==> config.mk <==
export PLATFORM = sky130hd
export DESIGN_NAME = rank_insert_ctrl_flat
export DESIGN_NICKNAME = d
export VERILOG_FILES = /design/src/rtl/rank_insert_ctrl_pkg.sv /design/src/rtl/rank_insert_ctrl_if.sv /design/src/rtl/rank_insert_ctrl_flow_table.sv /design/src/rtl/rank_insert_ctrl.sv /design/src/flat_wrapper.sv
export SDC_FILE = /design/constraint.sdc
export NUM_CORES = 1
export LEC_CHECK = 0
export CAP_MARGIN = 20
export CORE_MARGIN = 1
export CORE_UTILIZATION = 52
export DETAILED_ROUTE_END_ITERATION = 12
export PLACE_DENSITY_LB_ADDON = 0.08
export SYNTH_ARGS = -nofsm -noshare
export SYNTH_HDL_FRONTEND = slang
export SYNTH_HIERARCHICAL = 1
export SYNTH_SLANG_ARGS = --single-unit
==> constraint.sdc <==
create_clock -name clk -period 6.3 [get_ports clk]
set_input_delay 1.26 -clock clk [delete_from_list [all_inputs] [get_ports clk]]
set_output_delay 1.26 -clock clk [all_outputs]
set_load 0.01 [all_outputs]
==> src/rtl/rank_insert_ctrl_pkg.sv <==
`default_nettype none
// ============================================================================
// Module      : rank_pkg
// Description : Shared definitions for the rank insert controller: FSM state
//               encoding and the rank_op/weight used for flow-table misses.
// Ports       : none (package)
// Revision    : 1.0 - initial release
// ============================================================================
package rank_pkg;

    typedef logic [1:0] state_t;

    localparam state_t c_st_idle   = 2'd0;
    localparam state_t c_st_lookup = 2'd1;
    localparam state_t c_st_issue  = 2'd2;

    // Values issued for a descriptor whose flowID is not in the table.
    localparam int unsigned c_miss_rank_op = 0;
    localparam int unsigned c_miss_weight  = 1;

endpackage
`default_nettype wire

==> src/rtl/rank_insert_ctrl_if.sv <==
`default_nettype none
// ============================================================================
// Module      : rank_insert_if
// Description : Descriptor stream plus rank-pipe insert bundle.
// Ports       : master - descriptor source / rank pipe side
//               slave  - rank_insert_ctrl side (accepts descriptors,
//                        drives insert + insert data, observes busy)
// Revision    : 1.0 - initial release
// ============================================================================
interface rank_insert_if #(
    parameter int FLOW_ID_WIDTH     = 16,
    parameter int FLOW_WEIGHT_WIDTH = 8,
    parameter int RANK_CODE_BITS    = 2,
    parameter int META_WIDTH        = 16
);
    logic                         desc_valid;
    logic                         desc_ready;
    logic [FLOW_ID_WIDTH-1:0]     desc_flowID;
    logic [META_WIDTH-1:0]        desc_meta;
    logic                         busy;
    logic                         insert;
    logic [META_WIDTH-1:0]        meta_in;
    logic [RANK_CODE_BITS-1:0]    rank_op_in;
    logic [FLOW_ID_WIDTH-1:0]     flowID_in;
    logic [FLOW_WEIGHT_WIDTH-1:0] flow_weight_in;

    modport master (
        output desc_valid, desc_flowID, desc_meta, busy,
        input  desc_ready, insert, meta_in, rank_op_in, flowID_in, flow_weight_in
    );

    modport slave (
        input  desc_valid, desc_flowID, desc_meta, busy,
        output desc_ready, insert, meta_in, rank_op_in, flowID_in, flow_weight_in
    );

endinterface
`default_nettype wire

==> src/rtl/rank_insert_ctrl_flow_table.sv <==
`default_nettype none
// ============================================================================
// Module      : rank_flow_table
// Description : Flow table (flowID -> rank_op, weight) with a single-cycle,
//               fully parallel, lowest-index-wins lookup.
// Ports       : clk, rst            - clock, synchronous active-high reset
//               i_cfg_*             - entry write / clear-all
//               i_lookup_flow_id    - flowID to search for
//               o_hit/o_rank_op/o_weight - combinational lookup result
// Revision    : 1.0 - initial release
// ============================================================================
module rank_flow_table #(
    parameter int FLOW_ID_WIDTH     = 16,
    parameter int FLOW_WEIGHT_WIDTH = 8,
    parameter int MAX_NUM_FLOWS     = 4,
    parameter int RANK_CODE_BITS    = 2,
    parameter int IDX_W             = 2
) (
    input  wire                          clk,
    input  wire                          rst,
    input  wire                          i_cfg_wr_en,
    input  wire  [IDX_W-1:0]             i_cfg_idx,
    input  wire  [FLOW_ID_WIDTH-1:0]     i_cfg_flow_id,
    input  wire  [RANK_CODE_BITS-1:0]    i_cfg_rank_op,
    input  wire  [FLOW_WEIGHT_WIDTH-1:0] i_cfg_weight,
    input  wire                          i_cfg_clr,
    input  wire  [FLOW_ID_WIDTH-1:0]     i_lookup_flow_id,
    output logic                         o_hit,
    output logic [RANK_CODE_BITS-1:0]    o_rank_op,
    output logic [FLOW_WEIGHT_WIDTH-1:0] o_weight
);

    logic [MAX_NUM_FLOWS-1:0]     w_match;
    logic [RANK_CODE_BITS-1:0]    w_entry_op     [MAX_NUM_FLOWS];
    logic [FLOW_WEIGHT_WIDTH-1:0] w_entry_weight [MAX_NUM_FLOWS];

    for (genvar gi = 0; gi < MAX_NUM_FLOWS; gi++) begin : g_entry
        logic                         r_valid;
        logic [FLOW_ID_WIDTH-1:0]     r_flow_id;
        logic [RANK_CODE_BITS-1:0]    r_op;
        logic [FLOW_WEIGHT_WIDTH-1:0] r_weight;

        // Clear-all beats a simultaneous write. Writes land at the clock
        // edge, so a lookup in the same cycle still sees the old entry.
        always_ff @(posedge clk) begin
            if (rst || i_cfg_clr) begin
                r_valid <= 1'b0;
            end else if (i_cfg_wr_en && (i_cfg_idx == IDX_W'(gi))) begin
                r_valid   <= 1'b1;
                r_flow_id <= i_cfg_flow_id;
                r_op      <= i_cfg_rank_op;
                r_weight  <= i_cfg_weight;
            end
        end

        assign w_match[gi]        = r_valid && (r_flow_id == i_lookup_flow_id);
        assign w_entry_op[gi]     = r_op;
        assign w_entry_weight[gi] = r_weight;
    end

    // Scan from the top down so the lowest matching index is assigned last.
    always_comb begin
        o_hit     = 1'b0;
        o_rank_op = '0;
        o_weight  = '0;
        for (int j = MAX_NUM_FLOWS - 1; j >= 0; j--) begin
            if (w_match[j]) begin
                o_hit     = 1'b1;
                o_rank_op = w_entry_op[j];
                o_weight  = w_entry_weight[j];
            end
        end
    end

endmodule
`default_nettype wire

==> src/rtl/rank_insert_ctrl.sv <==
`default_nettype none
// ============================================================================
// Module      : rank_insert_ctrl
// Description : Accepts flow descriptors, looks the flowID up in a flow
//               table and issues one insert to the rank pipe per descriptor
//               (IDLE -> LOOKUP -> ISSUE). Misses use rank_op 0 / weight 1
//               and are counted in a saturating miss counter.
// Ports       : clk, rst     - clock, synchronous active-high reset
//               cfg_*        - flow-table write / clear-all
//               ifc (slave)  - descriptor stream, busy, insert + data
//               miss_count   - saturating count of table misses
// Options     : RANK_INSERT_CTRL_MISS_DROP_EN - when defined, missed
//               descriptors are dropped instead of inserted.
// Revision    : 1.0 - initial release
// ============================================================================
module rank_insert_ctrl
    import rank_pkg::*;
#(
    parameter int  FLOW_ID_WIDTH     = 16,
    parameter int  FLOW_WEIGHT_WIDTH = 8,
    parameter int  MAX_NUM_FLOWS     = 4,
    parameter int  RANK_CODE_BITS    = 2,
    parameter int  META_WIDTH        = 16,
    parameter int  NUM_RANK_OPS      = 1,
    localparam int IDX_W = (MAX_NUM_FLOWS > 1) ? $clog2(MAX_NUM_FLOWS) : 1
) (
    input  wire                         clk,
    input  wire                         rst,
    input  wire                         cfg_wr_en,
    input  wire [IDX_W-1:0]             cfg_idx,
    input  wire [FLOW_ID_WIDTH-1:0]     cfg_flowID,
    input  wire [RANK_CODE_BITS-1:0]    cfg_rank_op,
    input  wire [FLOW_WEIGHT_WIDTH-1:0] cfg_weight,
    input  wire                         cfg_clr,
    rank_insert_if.slave                ifc,
    output logic [31:0]                 miss_count
);

    state_t                       r_state;
    logic [FLOW_ID_WIDTH-1:0]     r_cap_flow_id;
    logic [META_WIDTH-1:0]        r_cap_meta;
    logic [META_WIDTH-1:0]        r_ins_meta;
    logic [FLOW_ID_WIDTH-1:0]     r_ins_flow_id;
    logic [RANK_CODE_BITS-1:0]    r_ins_rank_op;
    logic [FLOW_WEIGHT_WIDTH-1:0] r_ins_weight;
    logic [31:0]                  r_miss_count;

    logic                         w_hit;
    logic [RANK_CODE_BITS-1:0]    w_hit_rank_op;
    logic [FLOW_WEIGHT_WIDTH-1:0] w_hit_weight;
    logic [RANK_CODE_BITS-1:0]    w_issue_rank_op;
    logic [FLOW_WEIGHT_WIDTH-1:0] w_issue_weight;
    logic                         w_drop;

    rank_flow_table #(
        .FLOW_ID_WIDTH     (FLOW_ID_WIDTH),
        .FLOW_WEIGHT_WIDTH (FLOW_WEIGHT_WIDTH),
        .MAX_NUM_FLOWS     (MAX_NUM_FLOWS),
        .RANK_CODE_BITS    (RANK_CODE_BITS),
        .IDX_W             (IDX_W)
    ) u_flow_table (
        .clk              (clk),
        .rst              (rst),
        .i_cfg_wr_en      (cfg_wr_en),
        .i_cfg_idx        (cfg_idx),
        .i_cfg_flow_id    (cfg_flowID),
        .i_cfg_rank_op    (cfg_rank_op),
        .i_cfg_weight     (cfg_weight),
        .i_cfg_clr        (cfg_clr),
        .i_lookup_flow_id (r_cap_flow_id),
        .o_hit            (w_hit),
        .o_rank_op        (w_hit_rank_op),
        .o_weight         (w_hit_weight)
    );

    // Table entries may hold op codes the rank pipe does not implement;
    // those fall back to op 0.
    always_comb begin
        w_issue_rank_op = RANK_CODE_BITS'(c_miss_rank_op);
        w_issue_weight  = FLOW_WEIGHT_WIDTH'(c_miss_weight);
        if (w_hit) begin
            w_issue_rank_op = (32'(w_hit_rank_op) >= 32'(NUM_RANK_OPS)) ? '0 : w_hit_rank_op;
            w_issue_weight  = w_hit_weight;
        end
    end

`ifdef RANK_INSERT_CTRL_MISS_DROP_EN
    assign w_drop = !w_hit;
`else
    assign w_drop = 1'b0;
`endif

    always_ff @(posedge clk) begin
        if (rst) begin
            r_state       <= c_st_idle;
            r_cap_flow_id <= '0;
            r_cap_meta    <= '0;
            r_ins_meta    <= '0;
            r_ins_flow_id <= '0;
            r_ins_rank_op <= '0;
            r_ins_weight  <= '0;
            r_miss_count  <= '0;
        end else begin
            case (r_state)
                c_st_idle: begin
                    if (ifc.desc_valid) begin
                        r_cap_flow_id <= ifc.desc_flowID;
                        r_cap_meta    <= ifc.desc_meta;
                        r_state       <= c_st_lookup;
                    end
                end
                c_st_lookup: begin
                    if (!w_hit && (r_miss_count != 32'hFFFF_FFFF)) begin
                        r_miss_count <= r_miss_count + 32'd1;
                    end
                    if (w_drop) begin
                        r_state <= c_st_idle;
                    end else begin
                        r_ins_meta    <= r_cap_meta;
                        r_ins_flow_id <= r_cap_flow_id;
                        r_ins_rank_op <= w_issue_rank_op;
                        r_ins_weight  <= w_issue_weight;
                        r_state       <= c_st_issue;
                    end
                end
                c_st_issue: begin
                    // Insert data is held for the whole ISSUE stay and is
                    // zeroed once the insert has been taken.
                    if (!ifc.busy) begin
                        r_ins_meta    <= '0;
                        r_ins_flow_id <= '0;
                        r_ins_rank_op <= '0;
                        r_ins_weight  <= '0;
                        r_state       <= c_st_idle;
                    end
                end
                default: r_state <= c_st_idle;
            endcase
        end
    end

    // Gated by rst so neither handshake fires during a reset cycle;
    // insert follows busy combinationally to hit the first idle cycle.
    assign ifc.desc_ready     = (r_state == c_st_idle) && !rst;
    assign ifc.insert         = (r_state == c_st_issue) && !ifc.busy && !rst;
    assign ifc.meta_in        = r_ins_meta;
    assign ifc.rank_op_in     = r_ins_rank_op;
    assign ifc.flowID_in      = r_ins_flow_id;
    assign ifc.flow_weight_in = r_ins_weight;
    assign miss_count         = r_miss_count;

endmodule
`default_nettype wire

==> src/flat_wrapper.sv <==
// flat-port wrapper written by rule: the top's interface ports become plain ports
module rank_insert_ctrl_flat import rank_pkg::*;
#(
    parameter int  FLOW_ID_WIDTH     = 16,
    parameter int  FLOW_WEIGHT_WIDTH = 8,
    parameter int  MAX_NUM_FLOWS     = 4,
    parameter int  RANK_CODE_BITS    = 2,
    parameter int  META_WIDTH        = 16,
    parameter int  NUM_RANK_OPS      = 1,
    localparam int IDX_W = (MAX_NUM_FLOWS > 1) ? $clog2(MAX_NUM_FLOWS) : 1
)
  (clk, rst, cfg_wr_en, cfg_idx, cfg_flowID, cfg_rank_op, cfg_weight, cfg_clr, miss_count, ifc_desc_valid, ifc_desc_flowID, ifc_desc_meta, ifc_busy, ifc_desc_ready, ifc_insert, ifc_meta_in, ifc_rank_op_in, ifc_flowID_in, ifc_flow_weight_in);
  rank_insert_if #(.FLOW_ID_WIDTH(FLOW_ID_WIDTH), .FLOW_WEIGHT_WIDTH(FLOW_WEIGHT_WIDTH), .RANK_CODE_BITS(RANK_CODE_BITS), .META_WIDTH(META_WIDTH)) ifc_i ();
  input  wire clk;
  input  wire rst;
  input  wire cfg_wr_en;
  input  wire [IDX_W-1:0] cfg_idx;
  input  wire [FLOW_ID_WIDTH-1:0] cfg_flowID;
  input  wire [RANK_CODE_BITS-1:0] cfg_rank_op;
  input  wire [FLOW_WEIGHT_WIDTH-1:0] cfg_weight;
  input  wire cfg_clr;
  output logic [31:0] miss_count;
  input wire logic [$bits(ifc_i.desc_valid)-1:0] ifc_desc_valid;
  input wire logic [$bits(ifc_i.desc_flowID)-1:0] ifc_desc_flowID;
  input wire logic [$bits(ifc_i.desc_meta)-1:0] ifc_desc_meta;
  input wire logic [$bits(ifc_i.busy)-1:0] ifc_busy;
  output wire logic [$bits(ifc_i.desc_ready)-1:0] ifc_desc_ready;
  output wire logic [$bits(ifc_i.insert)-1:0] ifc_insert;
  output wire logic [$bits(ifc_i.meta_in)-1:0] ifc_meta_in;
  output wire logic [$bits(ifc_i.rank_op_in)-1:0] ifc_rank_op_in;
  output wire logic [$bits(ifc_i.flowID_in)-1:0] ifc_flowID_in;
  output wire logic [$bits(ifc_i.flow_weight_in)-1:0] ifc_flow_weight_in;
  assign ifc_i.desc_valid = ifc_desc_valid;
  assign ifc_i.desc_flowID = ifc_desc_flowID;
  assign ifc_i.desc_meta = ifc_desc_meta;
  assign ifc_i.busy = ifc_busy;
  assign ifc_desc_ready = ifc_i.desc_ready;
  assign ifc_insert = ifc_i.insert;
  assign ifc_meta_in = ifc_i.meta_in;
  assign ifc_rank_op_in = ifc_i.rank_op_in;
  assign ifc_flowID_in = ifc_i.flowID_in;
  assign ifc_flow_weight_in = ifc_i.flow_weight_in;
  rank_insert_ctrl #(.FLOW_ID_WIDTH(FLOW_ID_WIDTH), .FLOW_WEIGHT_WIDTH(FLOW_WEIGHT_WIDTH), .MAX_NUM_FLOWS(MAX_NUM_FLOWS), .RANK_CODE_BITS(RANK_CODE_BITS), .META_WIDTH(META_WIDTH), .NUM_RANK_OPS(NUM_RANK_OPS)) u_core (.clk(clk), .rst(rst), .cfg_wr_en(cfg_wr_en), .cfg_idx(cfg_idx), .cfg_flowID(cfg_flowID), .cfg_rank_op(cfg_rank_op), .cfg_weight(cfg_weight), .cfg_clr(cfg_clr), .ifc(ifc_i), .miss_count(miss_count));
endmodule
==> out/qor.yml, run 1 <==
outcome:
  outcome: "complete, no violations"
global_routing:
  antenna_found_initial: 0
  grt_max_degree: 111
  overflow: 0
  grt_pass1_wl_um: 31000
  grt_pass1_vias: 5930
  track_usage: 0.240
power_and_ir_drop:
  max-vdd-ir-drop_mv: 0.271
  powerDensity_nw_per_um2: 274
  p_leak_nw: 3.64
  p_total_mw: 2.94
setup_path:
  r2r-start: "u_core/r_cap_flow_id[2]"
  cp_max_fo: 3
  worstPathArrival_ns: 2.94
  cpMaxStageDelayCell: "clkdlybuf4s50_1"
  r2r_slack_ns: 2.90
  cp_cell_sequence: "clkdlybuf4s50_1 > nor3b_1 > and2_1 > clkdlybuf4s50_1"
  cp.required_ns: 5.04
  path_common_cell: "clkdlybuf4s50_1"
  slowest_delay_ns: 0.53
  start_kind: "input port"
  r2r_end: "u_core/ifc.flow_weight_in[5]"
  criticalPathCategory: "in -> out"
  cp-end-kind: "primary output"
  cp-startpoint: "ifc_busy"
  worst-r2r-cell-count: 10
clocking:
  cts_buffers: 22
  cts_setup_buffers: 0
  cts_max_level: 1
  root_buffer: "clkbuf_16"
  cts_tree: "done"
  clock_path_buffers: 3
  cts_resized: 0
  cts_hold_buffers: 0
  cts.sinks: 208
  insertion_delay_ns: 0.50
  clk_pin_slew_worst_paths_ns: 0.06
routing:
  postRouteAntennaNets: 0
  num_vias: 6169
  firstDrtPassIters: 5
  drtIter0Drc: 566
  wirelength_um: 19800
  drc: 0
  viasPerCell: 5.57
  drt-wirelength-per-cell_um: 17.9
timing:
  max_slew_margin: 0.280
  slew_violations: 0
  fin_crit_sh: 0.667
  worst_slew_pin_slew_ns: 1.08
  rsz0062_at_grt: "false"
  setup_ws_ns: 2.10
  tns_ns: 0
  hold_viol_final: 0
  finalSetupViolCount: 0
  period_needed_ns: 4.20
  clock.fmax_mhz: 238
  finClkSkew_ns: 0.0133
run:
  drv_cap: 0
logic_synthesis:
  netlist_instances: 742
  avgSynthCellArea_um2: 11.3
  yosys_warnings: 6
  netlist_area_um2: 8390
  syn_nets: 809
worst_hold_path:
  min_path_cells: 2
  worstHoldStart: "u_core/ifc.flow_weight_in[0]"
  hp-class: "reg -> reg"
  holdPathEnd: "u_core/ifc.flow_weight_in[0]"
finish:
  syn_to_final_growth_pct: 27.8
  drive_above_1_share: 0.0785
  final_cell_count_no_fill: 1108
  final_nets: 944
  final_cell_area_um2: 10700
  n_antenna_cell: 0
  fillers: 1184
floorplanning:
  core_um2: 15800
  die-width_um: 129
  dieHeight_um: 129
  dieArea_um2: 16700
  fp-row-count: 46
  num_io_pins: 142
  start_util: 0.530
placement:
  place.gp.congestion: 0.802
  hpwl_um: 13000
  place_ws_ns: 2.10
  io_buffers: 139
  place_area_um2: 9960
  post-place-cells: 1068
## worst max-delay path, delay by kind of cell
family / cells / cell delay, ns
AND/OR/NAND/NOR: 2 / 0.71
buffers and inverters: 2 / 0.96
## cells in the final DEF (no fill, tap or decap), drive strengths merged, types with 8 or more instances in the layout
master           n
clkbuf          35
nand4           22
and3            17
a21oi           59
xnor2           38
clkdlybuf4s50  138
xor2            28
nand2           95
o31ai           12
buf             12
edfxtp          96
o221ai           8
or3             10
o21ai           11
a22oi           39
nor2            60
nand3           15
or4             12
nor4             8
dfxtp          112
mux2i            9
## how the worst max path moves through the flow
stage,end,slack [ns],depth (start not counted)
2_1_floorplan,u_core/u_flow_table/g_entry[0].r_flow_id[0],2.31,3
3_3_place_gp,ifc_insert,2.18,4
3_5_place_dp,ifc_insert,2.10,4
4_1_cts,ifc_insert,2.09,4
5_1_grt,ifc_insert,2.05,4
6_report,ifc_insert,2.10,4
## area by class of cell
class | count | area, um^2 | share of cell area
Clock buffer | 35 | 713 | 0.0665
Clock inverter | 4 | 28.8 | 0.00268
Inverter | 6 | 22.5 | 0.00210
Multi-Input combinational cell | 489 | 3070 | 0.286
Sequential cell | 208 | 5120 | 0.478
Tap cell | 216 | 270 | 0.0252
Timing Repair Buffer | 150 | 1500 | 0.140
## per-layer routing
layer / up-vias / global-route usage / routed length, um
li1: 2965 / - / -
met4: 0 / 0.0616 / 260
met5: - / 0 / 0
met2: 192 / 0.419 / 9880
met3: 20 / 0.0359 / 944
met1: 2992 / 0.314 / 8700
## per-stage QoR
stage	hold slack (ns)	util
after floorplan	0.426	-
after global placement	0.434	0.628
after detailed placement	0.445	0.629
after CTS	0.453	0.676
after global routing	0.465	0.678
final	0.451	0.678
## sequential cells by signal (all words and copies together), names as in the netlist
register	cells
u_core/u_flow_table/g_entry.r_valid	4
u_core/u_flow_table/g_entry.r_weight	32
u_core/ifc.flowID_in	16
u_core/ifc.rank_op_in	2
u_core/r_cap_flow_id	16
u_core/miss_count	32
u_core/u_flow_table/g_entry.r_flow_id	64
u_core/ifc.flow_weight_in	8
u_core/r_cap_meta	16
u_core/ifc.meta_in	16
u_core/r_state	2
## power by group
part           switching [mW]  internal (mW)
clock network           0.508          0.776
logic                  0.0959         0.0872
registers              0.0301           1.44
total                   0.634           2.31
Note: power is estimated with default switching activity, not from simulation.
==> run 2: changes to the inputs <==
--- a/config.mk
+++ b/config.mk
@@ -7,7 +7,7 @@
 export LEC_CHECK = 0
 export CAP_MARGIN = 20
 export CORE_MARGIN = 1
-export CORE_UTILIZATION = 52
+export CORE_UTILIZATION = 48
 export DETAILED_ROUTE_END_ITERATION = 12
 export PLACE_DENSITY_LB_ADDON = 0.08
 export SYNTH_ARGS = -nofsm -noshare
==> constraint.sdc (replaced) <==
create_clock -name clk -period 3.56 [get_ports clk]
set_input_delay 0.712 -clock clk [delete_from_list [all_inputs] [get_ports clk]]
set_output_delay 0.712 -clock clk [all_outputs]
set_load 0.01 [all_outputs]
==> out/qor.yml, run 2 (synthesized netlist as in run 1, its figures left out) <==
outcome:
  outcome: "complete, no violations"
timing:
  finalSetupViolCount: 0
  worst_slew_pin_slew_ns: 1.10
  period_needed_ns: 3.07
  clock.fmax_mhz: 326
  max_slew_margin: 0.264
  slew_violations: 0
  hold_viol_final: 0
  rsz0062_at_grt: "false"
  finClkSkew_ns: 0.0141
  fin_crit_sh: 0.862
  tns_ns: 0
setup_path:
  cpMaxStageDelayCell: "clkdlybuf4s50_1"
  cp.required_ns: 2.85
  path_common_cell: "clkdlybuf4s50_1"
  worstPathArrival_ns: 2.36
  slowest_delay_ns: 0.53
  cp_max_fo: 3
  cp-end-kind: "primary output"
  cp_cell_sequence: "clkdlybuf4s50_1 > nor3b_1 > and2_1 > clkdlybuf4s50_1"
  r2r-start: "u_core/r_cap_flow_id[0]"
  worst-r2r-cell-count: 11
  criticalPathCategory: "in -> out"
  r2r_slack_ns: 0.82
  r2r_end: "u_core/miss_count[30]"
  start_kind: "input port"
power_and_ir_drop:
  switchingPower_mw: 1.13
  p_int_mw: 3.97
  pwr-share-seq: 0.511
  max-vdd-ir-drop_mv: 0.360
  power_frac_comb: 0.064
  powerDensity_nw_per_um2: 477
  power.share.clock: 0.425
  netSwitchingFraction: 0.221
  p_leak_nw: 3.63
clocking:
  cts_hold_buffers: 0
  cts_setup_buffers: 0
  cts_buffers: 23
  insertion_delay_ns: 0.51
  cts_max_level: 1
  cts_resized: 0
  root_buffer: "clkbuf_16"
  cts_tree: "done"
  cts.sinks: 208
  clock_path_buffers: 3
  clk_pin_slew_worst_paths_ns: 0.06
routing:
  drc: 0
  firstDrtPassIters: 7
  drt-wirelength-per-cell_um: 17.8
  postRouteAntennaNets: 0
  num_vias: 6236
  wirelength_um: 20000
  drtIter0Drc: 405
  viasPerCell: 5.57
placement:
  place_area_um2: 10000
  io_buffers: 139
  place.gp.congestion: 0.768
  hpwl_um: 13500
worst_hold_path:
  hp-class: "reg -> reg"
  min_path_cells: 2
  worstHoldStart: "u_core/ifc.flow_weight_in[0]"
  holdPathEnd: "u_core/ifc.flow_weight_in[0]"
global_routing:
  grt_pass1_wl_um: 31500
  track_usage: 0.221
  grt_pass1_vias: 6011
  antenna_found_initial: 0
  overflow: 0
  grt_max_degree: 57
floorplanning:
  dieHeight_um: 134
  fp-row-count: 47
  num_io_pins: 142
  dieArea_um2: 18000
  start_util: 0.499
  die-width_um: 134
  core_um2: 16800
finish:
  syn_to_final_growth_pct: 27.6
  final_nets: 950
  drive_above_1_share: 0.0778
  top_register: "u_core/u_flow_table/g_entry.r_flow_id"
  layout_common_cells: "clkdlybuf4s50_1, dfxtp_1, edfxtp_1"
  n_antenna_cell: 0
  layout_commonest_cell: "clkdlybuf4s50_1"
  final_cell_area_um2: 10700
  largest_register_ffs: 64
run:
  drv_cap: 0
-- run 2: changes by cell type in the layout (fill, tap and decap cells not counted) --
cell        delta
bufinv_16      +1
clkbuf_8       -5
inv_6          +1
clkinvlp_4     +1
clkbuf_1       +3
clkbuf_16      -2
clkinv_8       -1
buf_4          +6
clkinv_1       +5
buf_8          -1
-- run 2: critical path, delay by kind of cell --
family,cells,cell delay (ns)
buf+inv,2,0.99
simple gates,2,0.65
-- run 2: per-stage QoR --
| step | utilization | worst slack, ns | hold WS, ns | std cells | total power [mW] |
|---|---|---|---|---|---|
| after floorplan | - | 0.123 | 0.426 | 742 | 2.81 |
| after global placement | 0.594 | 0.494 | 0.433 | 1077 | 2.97 |
| after detailed placement | 0.596 | 0.492 | 0.448 | 1078 | 2.98 |
| after CTS | 0.636 | 0.481 | 0.458 | 1120 | 5.15 |
| after global routing | 0.636 | 0.442 | 0.474 | 1120 | 5.28 |
| final | 0.636 | 0.490 | 0.458 | 1120 | 5.10 |
-- run 2: how the worst max path moves through the flow --
stage                     startpoint                                          end  slack [ns]  cells after the start
after global routing        ifc_busy                                   ifc_insert        0.44                      4
final                       ifc_busy                                   ifc_insert        0.49                      4
after global placement      ifc_busy                                   ifc_insert        0.49                      4
after CTS                   ifc_busy                                   ifc_insert        0.48                      4
after detailed placement    ifc_busy                                   ifc_insert        0.49                      4
after floorplan              cfg_clr  u_core/u_flow_table/g_entry[0].r_flow_id[0]        0.12                      3
-- run 2: per-layer routing --
layer,GRT usage,share of wire
met3,0.0314,0.051
met5,0,0
met4,0.0593,0.018
met2,0.371,0.48
met1,0.301,0.45
-- run 2: cell type report --
cell class,instances,area (um^2)
multi-input combinational,489,3070
sequential,208,5120
fill,1345,6110
inverter,6,22.5
timing repair buffer,155,1530
clock inverter,11,77.6
tap,220,275
clock buffer,31,606
-- run 2: power groups by stage --
stage          Clock [mW]  Sequential (mW)  Combinational, mW
2_1_floorplan           0             2.65              0.162
6_report             2.17             2.61              0.324
3_5_place_dp            0             2.66              0.324
4_1_cts              2.21             2.61              0.326
3_3_place_gp            0             2.66              0.311
5_1_grt              2.31             2.62              0.355
==> run 3: changes to the inputs <==
--- a/config.mk
+++ b/config.mk
@@ -7,7 +7,8 @@
 export LEC_CHECK = 0
 export CAP_MARGIN = 20
 export CORE_MARGIN = 1
-export CORE_UTILIZATION = 48
+export CORE_UTILIZATION = 52
+export CTS_CLUSTER_DIAMETER = 150
 export DETAILED_ROUTE_END_ITERATION = 12
 export PLACE_DENSITY_LB_ADDON = 0.08
 export SYNTH_ARGS = -nofsm -noshare
==> constraint.sdc (replaced) <==
create_clock -name clk -period 2.9 [get_ports clk]
set_input_delay 0.58 -clock clk [delete_from_list [all_inputs] [get_ports clk]]
set_output_delay 0.58 -clock clk [all_outputs]
set_load 0.01 [all_outputs]
==> out/qor.yml, run 3 (synthesized netlist as in run 1, its figures left out) <==
clocking:
  insertion_delay_ns: 0.50
  cts_resized: 0
  cts_max_level: 1
  cts_buffers: 22
  clk_pin_slew_worst_paths_ns: 0.06
  cts_setup_buffers: 0
  clock_path_buffers: 3
  root_buffer: "clkbuf_16"
  cts_hold_buffers: 0
  cts_tree: "done"
  cts.sinks: 208
power_and_ir_drop:
  switchingPower_mw: 1.35
  power.share.clock: 0.426
  p_leak_nw: 3.66
  power_frac_comb: 0.063
  p_total_mw: 6.27
  pwr-share-seq: 0.511
  p_int_mw: 4.92
  netSwitchingFraction: 0.215
  max-vdd-ir-drop_mv: 0.502
  powerDensity_nw_per_um2: 583
setup_path:
  path_buf_inv: 0
  cp.depth: 5
  criticalPathCategory: "reg -> reg"
  cpMaxStageDelayCell: "o31ai_4"
  cp_cell_sequence: "nand3_1 > or4_4 > o31ai_4 > nor3_2 > mux2_4"
  start_kind: "register"
  cp_max_fo: 27
  worstPathArrival_ns: 3.08
  crit_family: "simple AND/OR/NAND/NOR gates"
  cp.required_ns: 3.28
  slowest_delay_ns: 0.91
  cp-end-kind: "register"
  worst-r2r-cell-count: 5
timing:
  clock.fmax_mhz: 370
  finalSetupViolCount: 0
  worst_slew_pin_slew_ns: 1.07
  tns_ns: 0
  max_slew_margin: 0.288
  slew_violations: 0
  hold_viol_final: 0
  fin_crit_sh: 0.932
  rsz0062_at_grt: "false"
  whs_ns: 0.433
  finClkSkew_ns: 0.00702
  period_needed_ns: 2.70
routing:
  viasPerCell: 5.53
  postRouteAntennaNets: 0
  num_vias: 6185
  drt-wirelength-per-cell_um: 17.7
  wirelength_um: 19800
  drtIter0Drc: 433
  drc: 0
  firstDrtPassIters: 5
outcome:
  outcome: "complete, no violations"
finish:
  largest_register_ffs: 64
  final_nets: 953
  syn_to_final_growth_pct: 28.0
  top_register: "u_core/u_flow_table/g_entry.r_flow_id"
  layout_commonest_cell: "clkdlybuf4s50_1"
  layout_common_cells: "clkdlybuf4s50_1, dfxtp_1, edfxtp_1"
  drive_above_1_share: 0.0877
global_routing:
  grt_pass1_wl_um: 31200
  overflow: 0
  track_usage: 0.240
  antenna_found_initial: 1
  grt_pass1_vias: 6060
  grt_max_degree: 93
floorplanning:
  num_io_pins: 142
  dieArea_um2: 16700
  core_um2: 15800
  die-width_um: 129
  start_util: 0.530
  dieHeight_um: 129
  fp-row-count: 46
worst_hold_path:
  hp-class: "in -> reg"
  min_path_cells: 2
placement:
  hpwl_um: 13300
  place.gp.congestion: 0.795
  io_buffers: 139
run:
  drv_cap: 0
[run 3: cell types whose count changed in the layout (fill, tap and decap cells not counted), moves of 2 or more]
cell / change
buf_4: +4
clkinv_1: -6
clkinv_2: +3
clkbuf_8: +2
[run 3: area by class of cell]
| cell class | count | area (um^2) |
|---|---|---|
| repair buffers | 159 | 1550 |
| fillers | 1199 | 5080 |
| clock inverters | 6 | 53.8 |
| clock buffers | 33 | 633 |
| diodes | 1 | 2.50 |
| well taps | 216 | 270 |
| flip-flops and latches | 208 | 5130 |
| inverters | 6 | 22.5 |
| multi-input cells | 489 | 3080 |
[run 3: final timing paths]
kind / startpoint / end / slack, ns
max reg2reg: u_core/miss_count[18] / u_core/miss_count[7] / 0.20
max: u_core/miss_count[18] / u_core/miss_count[7] / 0.20
min: rst / u_core/ifc.flow_weight_in[6] / 0.43
min reg2reg: u_core/ifc.flow_weight_in[0] / u_core/ifc.flow_weight_in[0] / 0.45
[run 3: routing by layer]
layer / global-route usage / routed length, um / up-vias
met3: 0.0363 / 879 / 31
met4: 0.0664 / 362 / 0
met1: 0.322 / 8750 / 2987
met5: 0 / 0 / -
met2: 0.408 / 9790 / 178
li1: - / - / 2989
[run 3: power groups by stage]
stage               combinational (mW)  sequential (mW)  clock, mW
floorplan                        0.199             3.25          0
global placement                 0.386             3.26          0
detailed placement               0.396             3.26          0
CTS                              0.399             3.20       2.71
global route                     0.435             3.21       2.84
finish                           0.397             3.20       2.67
[run 3: per-stage QoR]
stage	setup WS [ns]	area [um^2]	std cells	util
finish	0.197	10700	1118	0.679
global route	0.0134	10700	1118	0.679
CTS	0.149	10700	1117	0.678
global placement	0.198	10000	1078	0.635
floorplan	0.403	8400	742	-
detailed placement	0.164	10000	1078	0.635
